==> config.mk <==
export PLATFORM = sky130hd
export DESIGN_NAME = multichan_fxp_accumulator
export DESIGN_NICKNAME = d
export VERILOG_FILES = /design/src/rtl/acc_pkg.sv /design/src/rtl/fxp_sat_add.sv /design/src/rtl/multichan_fxp_accumulator.sv
export SDC_FILE = /design/constraint.sdc
export NUM_CORES = 1
export LEC_CHECK = 0
export CAP_MARGIN = 20
export CORE_ASPECT_RATIO = 1.75
export CORE_MARGIN = 2
export CORE_UTILIZATION = 55
export DETAILED_ROUTE_END_ITERATION = 10
export PLACE_DENSITY = 0.73
export SETUP_SLACK_MARGIN = 0.3
export SKIP_LAST_GASP = 1
export SYNTH_ARGS = -nofsm -noshare
export SYNTH_HDL_FRONTEND = slang
export SYNTH_SLANG_ARGS = --single-unit
export TNS_END_PERCENT = 30
==> constraint.sdc <==
create_clock -name clk -period 11.22 [get_ports clk]
set_input_delay 1.122 -clock clk [delete_from_list [all_inputs] [get_ports clk]]
set_output_delay 1.122 -clock clk [all_outputs]
set_load 0.01 [all_outputs]
==> src/rtl/acc_pkg.sv <==
// Shared definitions for the multi-channel fixed-point accumulator:
// default geometry, sum limits for the default width, channel index type
// and the index-width helper.
package acc_pkg;

    localparam int ACC_WIDTH    = 26;
    localparam int ACC_FRAC     = 13;
    localparam int ACC_CHANNELS = 4;

    // Index width that never collapses to zero, so a single-channel build
    // still has a one-bit channel port.
    function automatic int clog2_min1(input int n);
        int w;
        w = 0;
        while ((1 << w) < n) begin
            w = w + 1;
        end
        return (w < 1) ? 1 : w;
    endfunction

    // Two's complement limits of a default-width sum.
    localparam logic [ACC_WIDTH-1:0] SUM_MAX = {1'b0, {(ACC_WIDTH-1){1'b1}}};
    localparam logic [ACC_WIDTH-1:0] SUM_MIN = {1'b1, {(ACC_WIDTH-1){1'b0}}};

    typedef logic [clog2_min1(ACC_CHANNELS)-1:0] chan_t;

endpackage

==> src/rtl/fxp_sat_add.sv <==
// Combinational WIDTH-bit signed adder with an overflow indication.
// Build option: define ACC_SATURATE_EN to clamp overflowing results to the
// most positive / most negative value; otherwise results wrap.
module fxp_sat_add
    import acc_pkg::*;
#(
    parameter int WIDTH = ACC_WIDTH
) (
    input  logic [WIDTH-1:0] a,
    input  logic [WIDTH-1:0] b,
    output logic [WIDTH-1:0] sum,
    output logic             ovf
);

    // One guard bit: the top two bits disagree exactly when the true
    // result does not fit in WIDTH bits.
    logic [WIDTH:0] wide;

    assign wide = {a[WIDTH-1], a} + {b[WIDTH-1], b};
    assign ovf  = wide[WIDTH] ^ wide[WIDTH-1];

`ifdef ACC_SATURATE_EN
    localparam logic [WIDTH-1:0] POS_MAX = {1'b0, {(WIDTH-1){1'b1}}};
    localparam logic [WIDTH-1:0] NEG_MIN = {1'b1, {(WIDTH-1){1'b0}}};

    // Clamp toward the sign of the true result (the guard bit) on overflow.
    always_comb begin
        sum = wide[WIDTH-1:0];
        if (ovf) begin
            sum = wide[WIDTH] ? NEG_MIN : POS_MAX;
        end
    end
`else
    assign sum = wide[WIDTH-1:0];
`endif

endmodule

==> src/rtl/multichan_fxp_accumulator.sv <==
// CHANNELS independent signed fixed-point running sums with a one-deep
// back-pressured result register, per-channel clear and sticky overflow.
// Build option: ACC_SATURATE_EN selects clamping instead of wrapping
// (implemented inside fxp_sat_add).
module multichan_fxp_accumulator
    import acc_pkg::*;
#(
    parameter int WIDTH    = ACC_WIDTH,
    parameter int FRAC     = ACC_FRAC,
    parameter int CHANNELS = ACC_CHANNELS,
    localparam int CW      = clog2_min1(CHANNELS)
) (
    input  logic                clk,
    input  logic                GlobalReset,
    input  logic                in_valid,
    output logic                in_ready,
    input  logic [CW-1:0]       in_chan,
    input  logic [WIDTH-1:0]    in_incr,
    input  logic                clr,
    input  logic [CW-1:0]       clr_chan,
    output logic                out_valid,
    input  logic                out_ready,
    output logic [CW-1:0]       out_chan,
    output logic [WIDTH-1:0]    out_sum,
    output logic [CHANNELS-1:0] ovf
);

    // The binary point position does not affect the arithmetic; it only
    // has to lie inside the word.
    if (FRAC < 0 || FRAC >= WIDTH) begin : g_bad_frac
        $error("FRAC must lie in [0, WIDTH)");
    end

    logic [WIDTH-1:0]    sum_reg [CHANNELS];
    logic [CHANNELS-1:0] ovf_reg;
    logic                out_valid_reg;
    logic [CW-1:0]       out_chan_reg;
    logic [WIDTH-1:0]    out_sum_reg;

    logic [CHANNELS-1:0] in_hit;
    logic [CHANNELS-1:0] clr_hit;
    logic                chan_ok;
    logic                accept;
    logic                clr_same;
    logic [WIDTH-1:0]    cur_sum;
    logic [WIDTH-1:0]    base_sum;
    logic [WIDTH-1:0]    add_sum;
    logic                add_ovf;

    // One-hot channel decode; an out-of-range index simply hits nothing,
    // which makes the increment or clear a no-op.
    for (genvar gi = 0; gi < CHANNELS; gi++) begin : g_decode
        assign in_hit[gi]  = (in_chan  == CW'(gi));
        assign clr_hit[gi] = (clr_chan == CW'(gi));
    end

    assign in_ready = !out_valid_reg | out_ready;
    assign accept   = in_valid & in_ready;
    assign chan_ok  = |in_hit;
    // Clear on the channel being added to: the add starts from zero.
    assign clr_same = clr & (|(clr_hit & in_hit));

    // Read the addressed running sum (zero when the index is out of range).
    always_comb begin
        cur_sum = '0;
        for (int i = 0; i < CHANNELS; i++) begin
            if (in_hit[i]) begin
                cur_sum = sum_reg[i];
            end
        end
    end

    assign base_sum = clr_same ? '0 : cur_sum;

    fxp_sat_add #(
        .WIDTH (WIDTH)
    ) u_add (
        .a   (base_sum),
        .b   (in_incr),
        .sum (add_sum),
        .ovf (add_ovf)
    );

    // Per-channel sums and sticky overflow: the add wins over a plain clear,
    // and a same-cycle clear only discards the old flag before the add's own.
    always_ff @(posedge clk or posedge GlobalReset) begin
        if (GlobalReset) begin
            for (int i = 0; i < CHANNELS; i++) begin
                sum_reg[i] <= '0;
            end
            ovf_reg <= '0;
        end else begin
            for (int i = 0; i < CHANNELS; i++) begin
                if (accept && in_hit[i]) begin
                    sum_reg[i] <= add_sum;
                    ovf_reg[i] <= ((clr && clr_hit[i]) ? 1'b0 : ovf_reg[i]) | add_ovf;
                end else if (clr && clr_hit[i]) begin
                    sum_reg[i] <= '0;
                    ovf_reg[i] <= 1'b0;
                end
            end
        end
    end

    // Result register: load on an in-range accept, drop on a pop, else hold.
    always_ff @(posedge clk or posedge GlobalReset) begin
        if (GlobalReset) begin
            out_valid_reg <= 1'b0;
            out_chan_reg  <= '0;
            out_sum_reg   <= '0;
        end else if (accept && chan_ok) begin
            out_valid_reg <= 1'b1;
            out_chan_reg  <= in_chan;
            out_sum_reg   <= add_sum;
        end else if (out_ready) begin
            out_valid_reg <= 1'b0;
        end
    end

    assign out_valid = out_valid_reg;
    assign out_chan  = out_chan_reg;
    assign out_sum   = out_sum_reg;
    assign ovf       = ovf_reg;

endmodule

# --- Word level (Yosys, flattened, before mapping) ---
# Index checks and enable logic that the tools add are counted.
classes:
  addsub: 1
  bitwise_logic: 9
  eq_ne: 6
  n_reduce_logical: 19
  muxes: 23
ops:
  columns: ["operator", "n"]
  rows:
  - ["two-way mux 26 bit", 13]
  - ["adder 26 x 26 -> 27 bit", 1]
  - ["two-way mux 1 bit", 10]
  - ["nonzero test 2 bit", 5]
  - ["logical AND 1 bit", 9]
  - ["equality test 2 bit, second input constant", 4]
  - ["OR reduction 4 bit", 2]
  - ["bitwise OR 1 bit", 5]
  - ["bitwise AND 4 bit", 1]
  - ["equality test 2 x 1 -> 1 bit, second input constant", 2]
  - ["logical NOT 2 bit", 2]
  - ["bitwise AND 1 bit", 2]
  - ["logical NOT 1 bit", 1]
  - ["bitwise XOR 1 bit", 1]
word_totals:
  inputBits: 35
  word_cells: 66
  reg_bits: 137
  out_inout_bits: 34

# --- Depth between registers and ports, before layout ---
depth:
  word_depth: 10
  mapped_depth: 14
  ltp_nobuf: 13

# --- Hierarchy ---
# From an unflattened synthesis, not the netlist that was laid out.
unflattened:
  hier_cells: 720
  area_unflattened_um2: 7962.6
by_module_without_submodules:
  columns: ["module", "cells_each", "area_each_um2", "instances", "seq_area_each_um2"]
  rows:
  - ["multichan_fxp_accumulator", 509, 6492.5, 1, 3428.3]
  - ["fxp_sat_add", 211, 1470.2, 1, 0.0]

# --- Worst setup path after synthesis ---
# OpenSTA, ideal clock, no wires.
synth_path:
  kind: "input -> register"
  from: "in in_chan[1]"
  to: "reg sum_reg[100] (netlist name)"
  required_time_ns: 11.086
  path_buffers: 2
  setup_slack_ns: 6.886
  stages: 14
  setup_ns: 0.134
  arrival_ns: 4.200
  path_cell_list: "clkbuf_1 -> clkbuf_1 -> mux4_2 -> nor2b_1 -> ha_1 -> inv_1 -> fa_1 -> and2b_2 -> o2111ai_2 -> a21o_2 -> o41ai_4 -> a31oi_1 -> xor2_1 -> o21ai_0"
synth_between:
  elab_chain_len: 8
  elab_cells_between_ends: 16
  cone_classes: "add/sub: 1; eq/ne: 3; mux: 6; bitwise: 2; reduce/logical: 4"
synth_rtl:
  columns: ["item", "line", "rtl"]
  rows:
  - ["from (decl)", "multichan_fxp_accumulator.sv:17", "input logic [CW-1:0] in_chan,"]
  - ["logical NOT 2 bit", "multichan_fxp_accumulator.sv:53", "assign in_hit[gi] = (in_chan == CW'(gi));"]
  - ["two-way mux 26 bit (4 in a row)", "multichan_fxp_accumulator.sv:67", "if (in_hit[i]) begin"]
  - ["two-way mux 26 bit", "multichan_fxp_accumulator.sv:73", "assign base_sum = clr_same ? '0 : cur_sum;"]
  - ["adder 26 x 26 -> 27 bit", "fxp_sat_add.sv:19", "assign wide = {a[WIDTH-1], a} + {b[WIDTH-1], b};"]
  - ["two-way mux 26 bit", "multichan_fxp_accumulator.sv:94", "if (accept && in_hit[i]) begin"]
  - ["to (signal, indexed assignment)", "multichan_fxp_accumulator.sv:95", "sum_reg[i] <= add_sum;"]
  - ["to (decl)", "multichan_fxp_accumulator.sv:34", "logic [WIDTH-1:0] sum_reg [CHANNELS];"]
# Several ways; a longest one is shown, not always the timed one.
# A chain may end at the register's enable or synchronous reset.

# --- Worst setup path in the final report ---
layout_path:
  from: "in in_chan[1]"
  to: "reg sum_reg[24] (netlist name)"
# The elaborated chain is that of the path after synthesis.

==> results.txt <==
Outcome: finished clean
CP arrival: 5.56 ns
Syn_nets: 781
Nets@finish: 831
Final WS setup: 5.94 ns
Synth area leaders: dfrtp_1 (48%), o21ai_0 (8.7%), mux4_2 (7.8%)
# diodes: 0
Reg2reg setup slack: 7.80 ns
Seq cells post-synth: 137
Seq/Total Area, Yosys: 47.5%
Critical path, cell by cell: clkdlybuf4s50_1 -> buf_4 -> xnor2_1 -> and3_1 -> nor2b_1 -> ha_1 -> inv_1 -> fa_1 -> and2b_2 -> o2111ai_2 -> a311oi_2 -> a31oi_1 -> o41ai_2 -> xnor2_1 -> o21ai_0
FF+latch area: 3430 µm²
Min-Delay Endpoint: out_sum[9]$_DFFE_PP0P_
First-pass GRT wire length: 31900 µm
FP Rows: 55
Worst IR drop on VDD: 153 µV
Fmax: 189 MHz
CTS Hold Buffers Added: 0
FFs w/ async S/R, synth: 100%
DRT Pass-1 Iters: 5
# IOs: 69
Worst slew margin: 28.0%
Syn Area/Cell: 10.0 µm²
DP Area: 7990 µm²
RR Endpoint: sum_reg[24]$_DFFE_PP0P_
Die area: 14100 µm²
Synthesis-to-layout area growth: 19.8%
Worst skew pair latency: 0.43 ns
Htree depth: 4
TritonCTS Buffers: 17
EDFF count, synth: 0
DRT Wirelength: 19500 µm
Setup_tns: 0 ns
CP peak stage delay: 0.89 ns
Pleak: 3.87 nW
Crit path required time: 11.49 ns
Place WS: 5.50 ns
Worst r2r path cells: 12
DP Cell Count: 918
Cell count after synthesis: 719
Pwr per Cell Area: 243 nW/µm²
Hold depth: 2
Fraction of layout cells with a size suffix above 1: 10.9%
Max Buffers Root-to-Sink: 2
DR WL/cell: 20.4 µm
Hold violation count in the final report: 0
Chip width: 90.6 µm
Slew @ Worst Pin: 1.08 ns
Worst Setup End Kind: flip-flop
Min-delay src: out_sum[9]$_DFFE_PP0P_
GR Overflow Total: 0
Antenna violations before repair: 0
Max Transition Viols Final: 0
Initial core utilization: 56.1%
Post CTS Setup Buffer Count: 0
Vias/cell: 6.21
Crit-path max FO: 40
Distinct cells, synth: 52
Maxcap violations: 0
Largest net degree at the start of global routing: 89
Starting DRT DRC Count: 383
Setup-failing EPs final: 0
DRC Markers: 0
Clock sink total: 137
CTS resizes: 0
Setup crit start kind: input pin
Leading area contributor after synthesis: dfrtp_1
Tmin final: 5.28 ns
HPWL Detailed: 12700 µm
Synth Cell Area: 7210 µm²
Yosys top cell area share: 47.5%
Total number of vias: 5918
Routed Antenna Nets: 0
Multi-input logic area: 3590 µm²
Total track usage: 29.0%
Fin area: 8640 µm²
Die Span Y: 156 µm
Most frequent cell after synthesis: dfrtp_1
Filler instances: 1048
Hold WC Path Type: flip-flop to flip-flop
Yosys warns: 0
Setup CP Type: input pin to flip-flop
Finished Layout Cells: 953
FF-to-FF Start: sum_reg[0]$_DFFE_PP0P_
IO Port Bufs: 68
Period utilization: 47.1%
Most used cell along the critical path: xnor2_1
Placer's final routability congestion estimate: 0.968
Synth top cells by count: dfrtp_1 (137), o21ai_0 (125), nand3_1 (82)
Top_reg_cell synth: dfrtp_1
Total power draw: 2.10 mW
Max reg flops: 104
Critical Path Slowest Stage Cell: and3_1
Clock Skew: 0.0105 ns
Vias in the first global route: 6181
Clk Tree Root Cell: clkbuf_16
Worst-path clk slew: 0.07 ns
TritonCTS clock tree: yes
RSZ-0062 raised after global routing: no
Core Area: 12900 µm²
[report_power, final]
group,internal [mW],switching [mW],total [mW],leakage (nW)
Clock,0.319,0.249,0.568,0.295
Sequential,0.663,0.0936,0.757,1.78
Combinational,0.353,0.424,0.777,1.79
[area by class of cell]
type	count	area share [%]
clock buffers	17	4.92
well taps	171	2.48
flip-flops and latches	137	39.7
inverters	6	0.319
clock inverters	15	1.94
multi-input cells	529	41.6
repair buffers	78	9.09
[worst max-delay path, delay by kind of cell]
kind	cells	cell delay (ns)
and+or+nand+nor	3	1.24
AOI/OAI and AO/OA	5	1.16
buffers and inverters	3	1.01
xor gates and xnor gates	2	0.54
adders and majority gates	2	0.44
[layout by cell type, fill, tap and decap left out, drive strengths merged, types with 5 or more instances in the layout]
master | netlist | final
a21o | 13 | 13
a21oi | 30 | 30
a22o | 10 | 10
a32o | 5 | 5
and2 | 5 | 5
buf | 7 | 11
clkbuf | 40 | 17
clkdlybuf4s50 | 0 | 67
dfrtp | 137 | 137
ha | 26 | 26
inv | 6 | 18
mux4 | 25 | 25
nand2 | 81 | 81
nand3 | 82 | 82
nand4 | 5 | 5
nor2 | 19 | 19
nor2b | 27 | 27
o21ai | 126 | 126
xnor2 | 16 | 16
xor2 | 10 | 10
[worst max-delay path by stage]
stage,start,depth (start not counted),endpoint,slack (ns)
2_1_floorplan,GlobalReset,1,out_chan[0]$_DFFE_PP0P_,6.43
4_1_cts,in_chan[1],15,sum_reg[20]$_DFFE_PP0P_,5.95
6_report,in_chan[1],15,sum_reg[24]$_DFFE_PP0P_,5.94
5_1_grt,in_chan[1],15,sum_reg[22]$_DFFE_PP0P_,5.60
3_3_place_gp,in_chan[1],14,ovf[1]$_DFF_PP0_,5.63
3_5_place_dp,in_chan[1],15,sum_reg[20]$_DFFE_PP0P_,5.50
[through the flow]
| stage | hold WS, ns | utilization, % |
|---|---|---|
| floorplan | 0.445 | - |
| global placement | 0.461 | 62.1 |
| detailed placement | 0.470 | 62.1 |
| CTS | 0.485 | 66.7 |
| global route | 0.513 | 67.1 |
| finish | 0.480 | 67.1 |
[logic make-up after synthesis]
kind of cell	share of synthesized area, %
flops	47.5
compound gates	17.4
buf+inv	2.79
mux	8.26
fa+ha+maj	4.79
simple gates	16.1
xor+xnor	3.16
[routing by layer]
layer / track usage, % / up-vias / part of all wire (%)
met2: 48.4 / 246 / 50
met1: 36.7 / 2918 / 41
met4: 13.1 / 0 / 3.2
met5: 0 / - / 0
li1: - / 2704 / -
met3: 5.67 / 50 / 5.6
Power figures use the tool's default switching activity.
